### src/rtl/softlimiter_pwl_pkg.sv
// rtl/softlimiter_pwl_pkg.sv - shared mode encodings, gain format and curve-table helpers
package softlimiter_pwl_pkg;

  typedef enum logic [1:0] {
    MODE_BYPASS = 2'd0,
    MODE_HARD   = 2'd1,
    MODE_SOFT   = 2'd2,
    MODE_RSVD   = 2'd3
  } mode_t;

  localparam int GAIN_FRAC = 4;
  localparam int CURVE_K   = 2;

  function automatic int sig_max(input int w);
    return (1 << (w - 1)) - 1;
  endfunction

  // Series expansion keeps the table build free of math system calls.
  function automatic real exp_r(input real x);
    real term;
    real sum;
    term = 1.0;
    sum  = 1.0;
    for (int n = 1; n < 40; n++) begin
      term = term * x / real'(n);
      sum  = sum + term;
    end
    return sum;
  endfunction

  function automatic real tanh_r(input real x);
    real e2;
    e2 = exp_r(2.0 * x);
    return (e2 - 1.0) / (e2 + 1.0);
  endfunction

  function automatic int tanh_point(input int k, input int segs, input int maxv);
    real v;
    v = real'(maxv) * tanh_r(real'(CURVE_K * k) / real'(segs)) / tanh_r(real'(CURVE_K));
    return $rtoi(v + 0.5);
  endfunction

endpackage

### src/rtl/softlimiter_pwl_tanh_rom.sv
// rtl/softlimiter_pwl_tanh_rom.sv - dual-read tanh curve table with registered outputs
module tanh_rom
  import softlimiter_pwl_pkg::*;
#(
  parameter  int SIGWIDTH = 8,
  parameter  int SEGMENTS = 16,
  localparam int AW       = $clog2(SEGMENTS) + 1
) (
  input  logic                clk,
  input  logic                reset,
  input  logic                en,
  input  logic [AW-1:0]       addr_a,
  input  logic [AW-1:0]       addr_b,
  output logic [SIGWIDTH-1:0] data_a,
  output logic [SIGWIDTH-1:0] data_b
);

  logic [SIGWIDTH-1:0] lut [SEGMENTS+1];

  for (genvar k = 0; k <= SEGMENTS; k++) begin : g_lut
    localparam int POINT = tanh_point(k, SEGMENTS, sig_max(SIGWIDTH));
    assign lut[k] = SIGWIDTH'(POINT);
  end

  always_ff @(posedge clk or posedge reset) begin
    if (reset) begin
      data_a <= '0;
      data_b <= '0;
    end else if (en) begin
      data_a <= lut[addr_a];
      data_b <= lut[addr_b];
    end
  end

endmodule

### src/rtl/softlimiter_pwl.sv
// rtl/softlimiter_pwl.sv - pre-gain, clip/soft-limit pipeline with overdrive hold
module softlimiter_pwl
  import softlimiter_pwl_pkg::*;
#(
  parameter int SIGWIDTH  = 8,
  parameter int SEGMENTS  = 16,
  parameter int GAINWIDTH = 8,
  parameter int CLIPHOLD  = 4096
) (
  input  logic                 clk,
  input  logic                 reset,
  input  logic                 sampleClk,
  input  logic [1:0]           mode,
  input  logic [GAINWIDTH-1:0] gain,
  input  logic [SIGWIDTH-1:0]  sampleIn,
  output logic [SIGWIDTH-1:0]  sampleOut,
  output logic                 sampleValid,
  output logic                 overdrive
);

  localparam int IW = $clog2(SEGMENTS);
  localparam int F  = SIGWIDTH - 1 - IW;
  localparam int PW = SIGWIDTH + GAINWIDTH + 1;
  localparam int CW = $clog2(CLIPHOLD + 1);
  localparam logic signed [PW-1:0]       P_MAX = PW'(sig_max(SIGWIDTH));
  localparam logic signed [PW-1:0]       P_MIN = ~P_MAX;
  localparam logic signed [SIGWIDTH-1:0] S_MAX = SIGWIDTH'(sig_max(SIGWIDTH));
  localparam logic signed [SIGWIDTH-1:0] S_MIN = ~S_MAX;

  // S1: gain and saturate
  logic signed [PW-1:0]       prod, shifted;
  logic                       s1_valid, s1_sat;
  mode_t                      s1_mode;
  logic signed [SIGWIDTH-1:0] s1_p;

  assign prod    = $signed(sampleIn) * $signed({1'b0, gain});
  assign shifted = prod >>> GAIN_FRAC;

  always_ff @(posedge clk or posedge reset) begin
    if (reset) begin
      s1_valid <= 1'b0;
      s1_sat   <= 1'b0;
      s1_mode  <= MODE_BYPASS;
      s1_p     <= '0;
    end else begin
      s1_valid <= sampleClk;
      if (sampleClk) begin
        s1_mode <= mode_t'(mode);
        if (mode_t'(mode) == MODE_BYPASS) begin
          s1_p   <= sampleIn;
          s1_sat <= 1'b0;
        end else if (shifted > P_MAX) begin
          s1_p   <= S_MAX;
          s1_sat <= 1'b1;
        end else if (shifted < P_MIN) begin
          s1_p   <= S_MIN;
          s1_sat <= 1'b1;
        end else begin
          s1_p   <= shifted[SIGWIDTH-1:0];
          s1_sat <= 1'b0;
        end
      end
    end
  end

  // S2: magnitude (MIN folds onto MAX) split into segment index and fraction
  logic [SIGWIDTH-2:0]        mag;
  logic                       s2_valid, s2_sat, s2_neg;
  mode_t                      s2_mode;
  logic signed [SIGWIDTH-1:0] s2_p;
  logic [IW-1:0]              s2_idx;
  logic [F-1:0]               s2_frac;

  always_comb begin
    mag = s1_p[SIGWIDTH-2:0];
    if (s1_p == S_MIN)          mag = '1;
    else if (s1_p[SIGWIDTH-1])  mag = (SIGWIDTH-1)'(-s1_p);
  end

  always_ff @(posedge clk or posedge reset) begin
    if (reset) begin
      s2_valid <= 1'b0;
      s2_sat   <= 1'b0;
      s2_neg   <= 1'b0;
      s2_mode  <= MODE_BYPASS;
      s2_p     <= '0;
      s2_idx   <= '0;
      s2_frac  <= '0;
    end else begin
      s2_valid <= s1_valid;
      if (s1_valid) begin
        s2_sat  <= s1_sat;
        s2_neg  <= s1_p[SIGWIDTH-1];
        s2_mode <= s1_mode;
        s2_p    <= s1_p;
        s2_idx  <= mag[SIGWIDTH-2 -: IW];
        s2_frac <= mag[F-1:0];
      end
    end
  end

  // S3: table read, side-band carried alongside
  logic [IW:0]                rom_addr_a, rom_addr_b;
  logic [SIGWIDTH-1:0]        lut_a, lut_b;
  logic                       s3_valid, s3_sat, s3_neg;
  mode_t                      s3_mode;
  logic signed [SIGWIDTH-1:0] s3_p;
  logic [F-1:0]               s3_frac;

  assign rom_addr_a = {1'b0, s2_idx};
  assign rom_addr_b = rom_addr_a + 1'b1;

  tanh_rom #(.SIGWIDTH(SIGWIDTH), .SEGMENTS(SEGMENTS)) u_rom (
    .clk    (clk),
    .reset  (reset),
    .en     (s2_valid),
    .addr_a (rom_addr_a),
    .addr_b (rom_addr_b),
    .data_a (lut_a),
    .data_b (lut_b)
  );

  always_ff @(posedge clk or posedge reset) begin
    if (reset) begin
      s3_valid <= 1'b0;
      s3_sat   <= 1'b0;
      s3_neg   <= 1'b0;
      s3_mode  <= MODE_BYPASS;
      s3_p     <= '0;
      s3_frac  <= '0;
    end else begin
      s3_valid <= s2_valid;
      if (s2_valid) begin
        s3_sat  <= s2_sat;
        s3_neg  <= s2_neg;
        s3_mode <= s2_mode;
        s3_p    <= s2_p;
        s3_frac <= s2_frac;
      end
    end
  end

  // S4: interpolate, restore sign, select by mode; overdrive hold counter
  logic [SIGWIDTH-1:0]   diff, y, result;
  logic [SIGWIDTH+F-1:0] step;
  logic [CW-1:0]         hold_cnt;

  assign diff = lut_b - lut_a;
  assign step = diff * s3_frac;
  assign y    = lut_a + SIGWIDTH'(step >> F);

  always_comb begin
    result = s3_neg ? -y : y;
    if (s3_mode == MODE_BYPASS || s3_mode == MODE_HARD) result = s3_p;
  end

  always_ff @(posedge clk or posedge reset) begin
    if (reset) begin
      sampleOut   <= '0;
      sampleValid <= 1'b0;
      hold_cnt    <= '0;
    end else begin
      sampleValid <= s3_valid;
      if (s3_valid) begin
        sampleOut <= result;
        if (s3_sat)              hold_cnt <= CW'(CLIPHOLD);
        else if (hold_cnt != '0) hold_cnt <= hold_cnt - 1'b1;
      end
    end
  end

  assign overdrive = (hold_cnt != '0);

endmodule

### config.mk
export PLATFORM = sky130hd
export DESIGN_NAME = softlimiter_pwl
export DESIGN_NICKNAME = d
export VERILOG_FILES = /design/src/rtl/softlimiter_pwl_pkg.sv /design/src/rtl/softlimiter_pwl_tanh_rom.sv /design/src/rtl/softlimiter_pwl.sv
export SDC_FILE = /design/constraint.sdc
export NUM_CORES = 1
export LEC_CHECK = 0
export BUFFER_PORTS_ARGS = -buffer_cell sky130_fd_sc_hd__buf_2
export CORE_MARGIN = 3
export CORE_UTILIZATION = 57
export DETAILED_ROUTE_END_ITERATION = 8
export PLACE_DENSITY = 0.76
export SETUP_SLACK_MARGIN = 0.05
export SYNTH_ARGS = -nofsm -noshare
export SYNTH_HDL_FRONTEND = slang
export SYNTH_SLANG_ARGS = --single-unit
### constraint.sdc
create_clock -name clk -period 5.05 [get_ports clk]
set_clock_uncertainty 0.15 [all_clocks]
set_input_delay 0 -clock clk [delete_from_list [all_inputs] [get_ports clk]]
set_output_delay 0 -clock clk [all_outputs]
set_load 0.01 [all_outputs]
# Word-level counts from Yosys, hierarchy flattened
# Memory sizes are Yosys's and may differ from the RTL's. A register that Yosys moved wholly into a read port is not among the register bits.
# Index checks and enable logic that the tools add are counted.
[word_totals]
elab_cells = 54
ff_bits = 70
mem_count = 2
rom_bits = 512
in_bits = 21
[op_classes]
multipliers = 2
eq_ne = 2
n_reduce_logical = 6
muxes = 12
n_lt_le_gt_ge = 2
addsub = 6
bitwise_logic = 2
[memory_table]
columns = ["memory", "depth", "word_bits", "read_ports", "rd_clocked_by_memory_dff", "write_ports", "line", "rtl"]
rows = [
  ["(name not given)", 32, 8, 1, 1, 0, "softlimiter_pwl_tanh_rom.sv:30", "data_a <= lut[addr_a];"],
  ["(name not given)", 32, 8, 1, 1, 0, "softlimiter_pwl_tanh_rom.sv:31", "data_b <= lut[addr_b];"],
]
[op_table]
columns = ["op", "count"]
rows = [
  ["$mux W8", 5],
  ["$mux W13", 2],
  ["$mul A8 B9 Y17", 1],
  ["$mux W7", 2],
  ["$gt A13 B8 Y1 const B", 1],
  ["$lt A13 B8 Y1 const B", 1],
  ["$reduce_bool A13 Y1", 1],
  ["$sub A13 B1 Y13 const B", 1],
  ["$mul A8 B3 Y11", 1],
  ["$add A8 B8 Y8", 1],
  ["$eq A8 B8 Y1 const B", 1],
  ["$neg A8 Y8", 1],
  ["$sub A8 B8 Y8", 1],
  ["$neg A7 Y7", 1],
  ["$not A4 Y6", 1],
  ["$not A5 Y6", 1],
  ["$add A4 B1 Y5 const B", 1],
  ["$logic_not A2 Y1", 2],
  ["$mux W1", 3],
  ["$eq A2 B1 Y1 const B", 1],
  ["$reduce_and A2 Y1", 1],
  ["$reduce_bool A2 Y1", 1],
  ["$logic_or A1 B1 Y1", 1],
]

# Depth between registers and ports, before layout
# Gate-level depths: netlist of run 1.
[depth]
ltp_word = 6
ltp_mapped = 27
depth_no_buf = 27

# Modules after synthesis
# Synthesis of run 1 repeated with hierarchy kept, for this count alone.
[hier_totals]
hier_cells = 830
hier_area_um2 = 7502.2
[modules_own_cells]
columns = ["module", "seq_area_each_um2", "area_per_inst_um2", "instances", "cells_each"]
rows = [
  ["softlimiter_pwl", 1626.6, 6492.5, 1, 719],
  ["tanh_rom", 350.3, 1009.7, 1, 111],
]

# Least setup slack after synthesis of run 1
# Ideal clock, no wire load.
[synth_path]
path_type = "register to register"
start = "register u_rom.data_a[1]"
end = "register sampleOut[7]"
setup_ns = 0.070
synth_period_minus_slack_ns = 4.891
slack_ns = 0.159
path_stages_with_launch = 24
arrival_ns = 4.671
cell_sequence = "dfrtp_1 inv_1 ha_1 nor2b_1 o21ai_0 a21boi_0 o21ai_0 a21boi_0 o21a_1 or3b_2 fa_1 inv_1 ha_1 o21ai_0 o21bai_1 a21oi_1 xnor2_1 ha_1 inv_1 or4_1 nand3_1 nor3_1 or3_1 nand3_1"
[synth_between]
elab_chain_len = 6
[synth_rtl]
columns = ["item", "line", "rtl"]
rows = [
  ["start, declared", "softlimiter_pwl_tanh_rom.sv:14", "output logic [SIGWIDTH-1:0] data_a,"],
  ["$sub A8 B8 Y8", "softlimiter_pwl.sv:148", "assign diff = lut_b - lut_a;"],
  ["$mul A8 B3 Y11", "softlimiter_pwl.sv:149", "assign step = diff * s3_frac;"],
  ["$add A8 B8 Y8 *", "softlimiter_pwl.sv:150", "assign y = lut_a + SIGWIDTH'(step >> F);"],
  ["$neg A8 Y8", "softlimiter_pwl.sv:153", "result = s3_neg ? -y : y;"],
  ["$mux W8 *", "softlimiter_pwl.sv:153", ""],
  ["$mux W8 *", "softlimiter_pwl.sv:154", "if (s3_mode == MODE_BYPASS || s3_mode == MODE_HARD) result = s3_p;"],
  ["end signal, assigned", "softlimiter_pwl.sv:165", "sampleOut <= result;"],
  ["end, declared", "softlimiter_pwl.sv:16", "output logic [SIGWIDTH-1:0] sampleOut,"],
]
# Mark *: on every way between the ends. The rest lies on a longest branch, timed or not.
# A chain may end at the register's enable or synchronous reset.

# Worst setup path in the final report of run 1
# Same ends and word-level chain as after synthesis.

==> results.cfg, run 1 <==
[outcome]
status = complete, no violations

[die]
rows = 40
fp.dieW_um = 118.1
core_um2 = 12160
dieHeight_um = 118.1
initial_utilization = 0.5887
ios = 31
die_area_um2 = 13940

[cells_and_area]
finish.utilization = 0.6777
nNetsFinal = 969
instances_no_fill = 1001
drive_above_1_share = 0.1897
diodes = 0
syn_to_final_growth_pct = 15.12

[cts]
cts_buffers = 9
cts_max_level = 3
clock_sinks = 79
cts_root_buffer = clkbuf_16
clk_pin_slew_ps = 60
cts_tree = yes
cts_buffer_depth = 2
clock_latency_ps = 330

[sta]
clock.fmax_mhz = 198.4
fin_crit_sh = 0.9982
relSlewSlack = 0.3681
worst_slew_pin_slew_ps = 947.8
hold_viol_final = 0
fin_tns_setup_ps = 0
post-route-min-period_ps = 5041
setup_slack_ps = 9.216
maxSlewViolCount = 0
rsz0062_at_grt = true
finalSetupViolCount = 0

[setup_path]
path_class = reg -> reg
critical_path.max_fanout = 4
endpoint_kind = register
arrival_ps = 5160
cp.required_ps = 5170
startpoint_type = register

[detailed_routing]
first_iter_violations = 455
drtPass1Iterations = 4
drcViolationCount = 0
route.vias.total = 5646
wl_um = 15400
vias_per_cell = 5.640
antenna_left = 0
wl_per_cell_um = 15.38

[placed_design]
dp_slack_ps = -81.89
post-dp-hpwl_um = 11240
dp_cells = 961
gp_congestion = 0.8646
port_buffers = 30

[synthesis]
synth-edff-count = 0
syn_avg_cell_area_um2 = 9.155
synth_warnings = 0
synth_mux_area_frac = 0.04159
synth-xor-area-share = 0.05505
synthSimpleGateAreaFrac = 0.1573
synth_top_family_by_area = adder cells
syn_inst = 782
ys_async_sr_fraction = 1.000
synth_compound_area_frac = 0.1475
syn_area_um2 = 7159
ys_types = 58
synthAdderAreaFrac = 0.2569
synthFlopType = dfrtp_1
ys_ff_latch = 79
syn-num-nets = 923
ys_seq_area_frac = 0.2761

[grt]
gr-total-overflow = 0
grt_max_degree = 80
grt_pass1_vias = 5596
gr-usage-all-layers = 0.2173
antenna_found_initial = 0
grt_pass1_wl_um = 25530

[min_path]
min_path_type = in -> reg

[run]
cap_violations = 0
==> cells by family (layout without fill, tap and decap cells) <==
group                    after synthesis  count (layout)
adder cells (fa/ha/maj)              120             120
AO/OA/AOI/OAI                        155             155
XOR/XNOR                              45              45
buffers and inverters                125             176
AND/OR/NAND/NOR                      231             231
flip-flops                            79              79
multiplexers                          27              27
==> cells in the final DEF (no fill, tap or decap), types with 9 or more instances in the layout <==
cell type  Yosys  final
inv_1        101     95
dfrtp_1       79     79
ha_1          75     69
nor2_1        71     66
nand2_1       62     61
and2_1        42     41
fa_1          45     41
a21oi_1       42     35
buf_2          0     30
xnor2_1       28     26
o21ai_0       30     25
buf_4          0     23
mux2_2        22     22
xor2_1        17     15
a21o_1        12     12
o211ai_1      11     11
clkbuf_16      0      9
==> worst paths after layout <==
| check | startpoint | endpoint | slack [ps] | cells after the start |
|---|---|---|---|---|
| hold reg to reg | sampleOut[2]$_DFFE_PP0P_ | sampleOut[2]$_DFFE_PP0P_ | 330 | 1 |
| hold / removal | sampleIn[3] | s1_p[3]$_DFFE_PP0P_ | 50 | 4 |
| max in group asynchronous | reset | s2_idx[1]$_DFFE_PP0P_ | 3780 | 4 |
| min in group asynchronous | reset | s2_mode[1]$_DFFE_PP0P_ | 350 | 4 |
| setup / recovery | u_rom.data_a[1]$_DFFE_PP0P_ | sampleOut[7]$_DFFE_PP0P_ | 9 | 23 |
| setup reg to reg | u_rom.data_a[1]$_DFFE_PP0P_ | sampleOut[7]$_DFFE_PP0P_ | 9 | 23 |
==> state kept, by name, summed over array words and instances, names as in the netlist, 4 cells and up <==
name	cells
s3_p	7
s2_p	7
s2_idx	4
s1_p	8
u_rom.data_a	7
hold_cnt	13
u_rom.data_b	7
sampleOut	8
==> Yosys cell counts, types with 7 or more instances <==
cell / n / area share
xnor2_1: 28 / 0.034
nor3_1: 7 / 0.0049
nand2_1: 62 / 0.033
a21oi_1: 42 / 0.029
nor2b_1: 7 / 0.0061
xor2_1: 17 / 0.021
nor2_1: 71 / 0.037
o31ai_1: 8 / 0.0084
inv_1: 101 / 0.053
clkbuf_1: 21 / 0.011
mux2_2: 22 / 0.035
nand3_1: 10 / 0.0070
and2_1: 42 / 0.037
dfrtp_1: 79 / 0.28
a21o_1: 12 / 0.013
fa_1: 45 / 0.13
o2bb2ai_1: 8 / 0.0098
o21ai_0: 30 / 0.021
o211ai_1: 11 / 0.012
a211oi_1: 7 / 0.0073
ha_1: 75 / 0.13
==> cell type report <==
class / count / area [um^2]
Tap cell: 168 / 210.2
Timing Repair Buffer: 58 / 372.9
Clock inverter: 7 / 127.6
Fill cell: 950 / 3920
Multi-Input combinational cell: 578 / 4946
Clock buffer: 9 / 225.2
Sequential cell: 79 / 1977
Inverter: 102 / 382.9
==> worst max-delay path: stages (launching register included) <==
cell and delay [ps]:
dfrtp_1 380, inv_1 110, ha_1 250, nor2b_2 160
o21ai_2 180, a21boi_2 90, nor2_2 150, nand2_2 90
fa_2 570, inv_1 50, ha_1 280, a41o_1 190
a21o_1 200, a21o_1 200, a21oi_2 130, xnor2_1 90
ha_1 350, o21a_1 150, o31a_1 150, or4_4 520
nand3_4 100, nor3_2 50, or3_1 320, nand3_1 70
==> routing by layer <==
| layer | global-route usage | up-vias | wire length (um) |
|---|---|---|---|
| li1 | - | 2726 | - |
| met1 | 0.2808 | 2778 | 6800 |
| met2 | 0.3848 | 115 | 7876 |
| met3 | 0.02259 | 27 | 408 |
| met4 | 0.06520 | 0 | 313 |
| met5 | 0 | - | 0 |
==> per-stage QoR <==
stage | cell area, um^2 | hold slack, ps
6_report | 8242 | 45.22
5_1_grt | 8242 | 53.67
4_1_cts | 7889 | 32.18
3_5_place_dp | 7463 | 102.2
3_3_place_gp | 7463 | 95.62
2_1_floorplan | 7159 | -118.6
==> repair_timing <==
item,4_1_cts,5_1_grt
setup endpoints to repair,2,5
resized for setup,7,57
hold buffers,5,0
pin swaps,1,38
buffers inserted,2,17
endpoints found under the hold margin,83,0
Power of run 1 is not shown: default switching activity piles up to over one toggle a cycle in this logic, so the estimate is an artifact.
==> run 2: changes to the inputs <==
--- a/config.mk
+++ b/config.mk
@@ -5,12 +5,13 @@
 export SDC_FILE = /design/constraint.sdc
 export NUM_CORES = 1
 export LEC_CHECK = 0
-export BUFFER_PORTS_ARGS = -buffer_cell sky130_fd_sc_hd__buf_2
 export CORE_MARGIN = 3
-export CORE_UTILIZATION = 57
+export CORE_UTILIZATION = 59
 export DETAILED_ROUTE_END_ITERATION = 8
+export DONT_BUFFER_PORTS = 1
 export PLACE_DENSITY = 0.76
 export SETUP_SLACK_MARGIN = 0.05
+export SKIP_LAST_GASP = 1
 export SYNTH_ARGS = -nofsm -noshare
 export SYNTH_HDL_FRONTEND = slang
 export SYNTH_SLANG_ARGS = --single-unit
==> results.cfg, run 2 (synthesized netlist as in run 1, its figures left out) <==
[sta]
maxSlewViolCount = 0
fin_crit_sh = 0.9906
hold_viol_final = 0
holdWs_ps = 0.9655
rsz0062_at_grt = true
finalSetupViolCount = 0
post-route-min-period_ps = 5002
fin_tns_setup_ps = 0
clock.fmax_mhz = 199.9
relSlewSlack = 0.3692
worst_slew_pin_slew_ps = 946.2

[die]
dieHeight_um = 116.2
rows = 39
die_area_um2 = 13490
fp.dieW_um = 116.2
initial_utilization = 0.6165
ios = 31
core_um2 = 11610

[grt]
grt_pass1_vias = 5649
antenna_found_initial = 0
gr-usage-all-layers = 0.2349
grt_max_degree = 80
gr-total-overflow = 0
grt_pass1_wl_um = 25810

[cells_and_area]
diodes = 0
syn_to_final_growth_pct = 12.44
fin_area_um2 = 8050
final_cell_mix = 97 x inv_1, 78 x dfrtp_1, 68 x ha_1, 67 x nor2_1, 61 x nand2_1
nNetsFinal = 943
largest_reg_flops = 13
drive_above_1_share = 0.1501
instances_no_fill = 949
largest_registers = hold_cnt (13), s1_p (8), sampleOut (8)
fill_cells = 896
top_register = hold_cnt
final_common_cell = inv_1

[setup_path]
r2r_start = u_rom.data_a[1]$_DFFE_PP0P_
path_class = reg -> reg
endpoint_kind = register
arrival_ps = 5070
cp.required_ps = 5120
startpoint_type = register
reg2reg_slack_ps = 50
reg2reg_to = sampleOut[6]$_DFFE_PP0P_
r2r_cells = 24
critical_path.max_fanout = 4

[placed_design]
post-dp-hpwl_um = 11330
port_buffers = 0
dp_cells = 906
dpl_cell_area_um2 = 7283
gp_congestion = 0.9006

[cts]
clock_sinks = 79
cts_buffer_depth = 2
cts_tree = yes
cts_buffers = 9
clock_latency_ps = 330
clk_pin_slew_ps = 60
cts_max_level = 3
cts_root_buffer = clkbuf_16

[detailed_routing]
antenna_left = 0
drcViolationCount = 0
first_iter_violations = 338
route.vias.total = 5562
vias_per_cell = 5.861
drtPass1Iterations = 5
wl_um = 15400
wl_per_cell_um = 16.23

[min_path]
min_path_type = in -> reg
hold_path_depth = 3
hold_end = s1_p[7]$_DFFE_PP0P_
min-delay-start = mode[1]

[run]
cap_violations = 0

[outcome]
status = complete, no violations
==> run 2: worst max path at each step <==
stage                                    end  slack [ps]                   startpoint
floorplan           sampleOut[7]$_DFFE_PP0P_         160  u_rom.data_a[1]$_DFFE_PP0P_
global placement    sampleOut[7]$_DFFE_PP0P_          80  u_rom.data_b[1]$_DFFE_PP0P_
detailed placement  sampleOut[7]$_DFFE_PP0P_        -150  u_rom.data_b[0]$_DFFE_PP0P_
CTS                 sampleOut[7]$_DFFE_PP0P_          60  u_rom.data_b[0]$_DFFE_PP0P_
global route        sampleOut[6]$_DFFE_PP0P_        -140  u_rom.data_b[0]$_DFFE_PP0P_
finish              sampleOut[6]$_DFFE_PP0P_          50  u_rom.data_a[1]$_DFFE_PP0P_
==> run 2: what timing repair did <==
action	4_1_cts	5_1_grt
hold buffers	11	0
pin swaps	8	28
endpoints found under the setup margin	3	5
hold endpoints to repair	90	0
resized for setup	18	43
buffers inserted	4	13
==> run 2: through the flow <==
step,utilization,setup slack [ps]
after CTS,0.6690,61.85
after global placement,0.6271,76.71
after detailed placement,0.6271,-145.5
after global routing,0.6932,-136.9
final,0.6932,47.66
after floorplan,-,159.1
==> run 2: per-layer routing <==
layer,global-route usage,part of all wire,up-vias,wire (um)
li1,-,-,2675,-
met1,0.3005,0.43,2711,6653
met2,0.4089,0.51,141,7780
met3,0.03731,0.040,35,620
met4,0.07734,0.023,0,349
met5,0,0,-,0
==> run 2: final cells by class <==
class	count	area (um^2)	area share
Clock inverter	3	25.02	0.003108
Sequential cell	79	1978	0.2457
Inverter	102	384.1	0.04772
Tap cell	143	178.9	0.02223
Clock buffer	12	266.5	0.03311
Multi-Input combinational cell	578	4950	0.6149
Timing Repair Buffer	32	267.8	0.03326
==> run 2: worst max-delay path: stages, from the launching register on <==
cell and delay, ps:
dfrtp_1 370, inv_2 70, buf_4 150, fa_2 430, nand2_2 90, nand2_1 70, a21oi_2 150, buf_4 140
xnor2_2 120, nand2_1 100, fa_1 530, inv_1 60, ha_4 270, nor2b_4 130, o21ai_2 70, nor2b_4 140
xnor2_2 130, ha_1 360, o21ai_1 120, nor2_2 80, o21a_1 210, o31a_1 330, o31ai_2 290, xor2_1 240
o31ai_1 100
Power of run 2 is left out for the same reason.
==> run 3: changes to the inputs <==
--- a/config.mk
+++ b/config.mk
@@ -9,6 +9,7 @@
 export CORE_UTILIZATION = 59
 export DETAILED_ROUTE_END_ITERATION = 8
 export DONT_BUFFER_PORTS = 1
+export HOLD_SLACK_MARGIN = 0.06
 export PLACE_DENSITY = 0.76
 export SETUP_SLACK_MARGIN = 0.05
 export SKIP_LAST_GASP = 1
==> results.cfg, run 3 (synthesized netlist as in run 1, its figures left out) <==
[sta]
worst_slew_pin_slew_ps = 946.8
hold_viol_final = 0
fin_crit_sh = 0.9911
maxSlewViolCount = 0
holdWs_ps = 99.89
rsz0062_at_grt = true
post-route-min-period_ps = 5005
setup_slack_ps = 45.06
clock.fmax_mhz = 199.8
relSlewSlack = 0.3688
finalSetupViolCount = 0
fin_tns_setup_ps = 0

[outcome]
status = complete, no violations

[cells_and_area]
top_register = hold_cnt
drive_above_1_share = 0.1499
fill_cells = 896
syn_to_final_growth_pct = 12.58
largest_reg_flops = 13
diodes = 0
nNetsFinal = 944
final_cell_mix = 97 x inv_1, 78 x dfrtp_1, 68 x ha_1, 67 x nor2_1, 61 x nand2_1
largest_registers = hold_cnt (13), s1_p (8), sampleOut (8)
final_common_cell = inv_1

[placed_design]
dp_slack_ps = -145.5
gp_congestion = 0.9006
port_buffers = 0
post-dp-hpwl_um = 11330

[cts]
clock_sinks = 79
cts_buffer_depth = 2
cts_buffers = 9
cts_max_level = 3
clk_pin_slew_ps = 60
clock_latency_ps = 340
cts_tree = yes
cts_root_buffer = clkbuf_16

[detailed_routing]
wl_um = 15400
first_iter_violations = 351
route.vias.total = 5545
drcViolationCount = 0
vias_per_cell = 5.837
drtPass1Iterations = 5
wl_per_cell_um = 16.21
antenna_left = 0

[run]
cap_violations = 0

[grt]
grt_pass1_wl_um = 25800
gr-total-overflow = 0
gr-usage-all-layers = 0.2348
antenna_found_initial = 0
grt_pass1_vias = 5661
grt_max_degree = 80

[setup_path]
critical_path.max_fanout = 3
startpoint_type = register
arrival_ps = 5130
cp.required_ps = 5170
path_class = reg -> reg
endpoint_kind = register

[min_path]
min_path_type = in -> reg

[die]
core_um2 = 11610
rows = 39
initial_utilization = 0.6165
fp.dieW_um = 116.2
dieHeight_um = 116.2
ios = 31
die_area_um2 = 13490
-- run 3: cell type report --
cell class	instances	area (um^2)	area share
Timing Repair Buffer	33	277.8	0.03446
Clock inverter	3	25.02	0.003105
Tap cell	143	178.9	0.02220
Multi-Input combinational cell	578	4950	0.6141
Inverter	102	384.1	0.04766
Clock buffer	12	266.5	0.03306
Sequential cell	79	1978	0.2454
-- run 3: routing by layer --
metal,global-route usage,routed length [um],up-vias
met3,0.03886,564,37
li1,-,-,2670
met4,0.07811,344,0
met5,0,0,-
met1,0.2992,6704,2705
met2,0.4085,7785,133
-- run 3: per-stage QoR --
stage | util | cell area [um^2] | cells
2_1_floorplan | - | 7159 | 782
3_3_place_gp | 0.6271 | 7283 | 906
3_5_place_dp | 0.6271 | 7283 | 906
4_1_cts | 0.6699 | 7780 | 937
5_1_grt | 0.6940 | 8060 | 950
6_report | 0.6940 | 8060 | 950
-- run 3: timing repair --
item / CTS / global route
setup buffers: 4 / 13
gates cloned: 0 / 0
endpoints found under the hold margin: 90 / 0
pin swaps: 8 / 28
gates resized for setup: 18 / 43
endpoints found under the setup margin: 3 / 5
hold buffers: 12 / 0
-- run 3: critical path, stage by stage, from the launching register on --
cell,delay (ps)
dfrtp_1,370
inv_2,70
buf_4,150
fa_2,430
nand2_2,90
nand2_1,70
a21oi_2,160
buf_4,140
xnor2_2,120
nand2_1,100
fa_1,530
inv_1,60
ha_4,220
a21o_1,220
a21o_1,210
a21oi_2,140
xnor2_1,150
ha_1,290
o21a_1,130
o31a_1,150
or4_4,450
nand3_4,100
nor3_2,50
or3_1,330
nand3_1,70
-- run 3: final timing paths --
check,start,end,slack (ps),depth (start not counted)
min reg2reg,s2_neg$_DFFE_PP0P_,s3_neg$_DFFE_PP0P_,340,2
max,u_rom.data_a[1]$_DFFE_PP0P_,sampleOut[7]$_DFFE_PP0P_,50,24
max in group asynchronous,reset,u_rom.data_a[0]$_DFFE_PP0P_,3800,3
min in group asynchronous,reset,s1_mode[1]$_DFFE_PP0P_,280,3
max reg2reg,u_rom.data_a[1]$_DFFE_PP0P_,sampleOut[7]$_DFFE_PP0P_,50,24
min,mode[1],s1_p[0]$_DFFE_PP0P_,100,4
Power of run 3 is left out for the same reason.
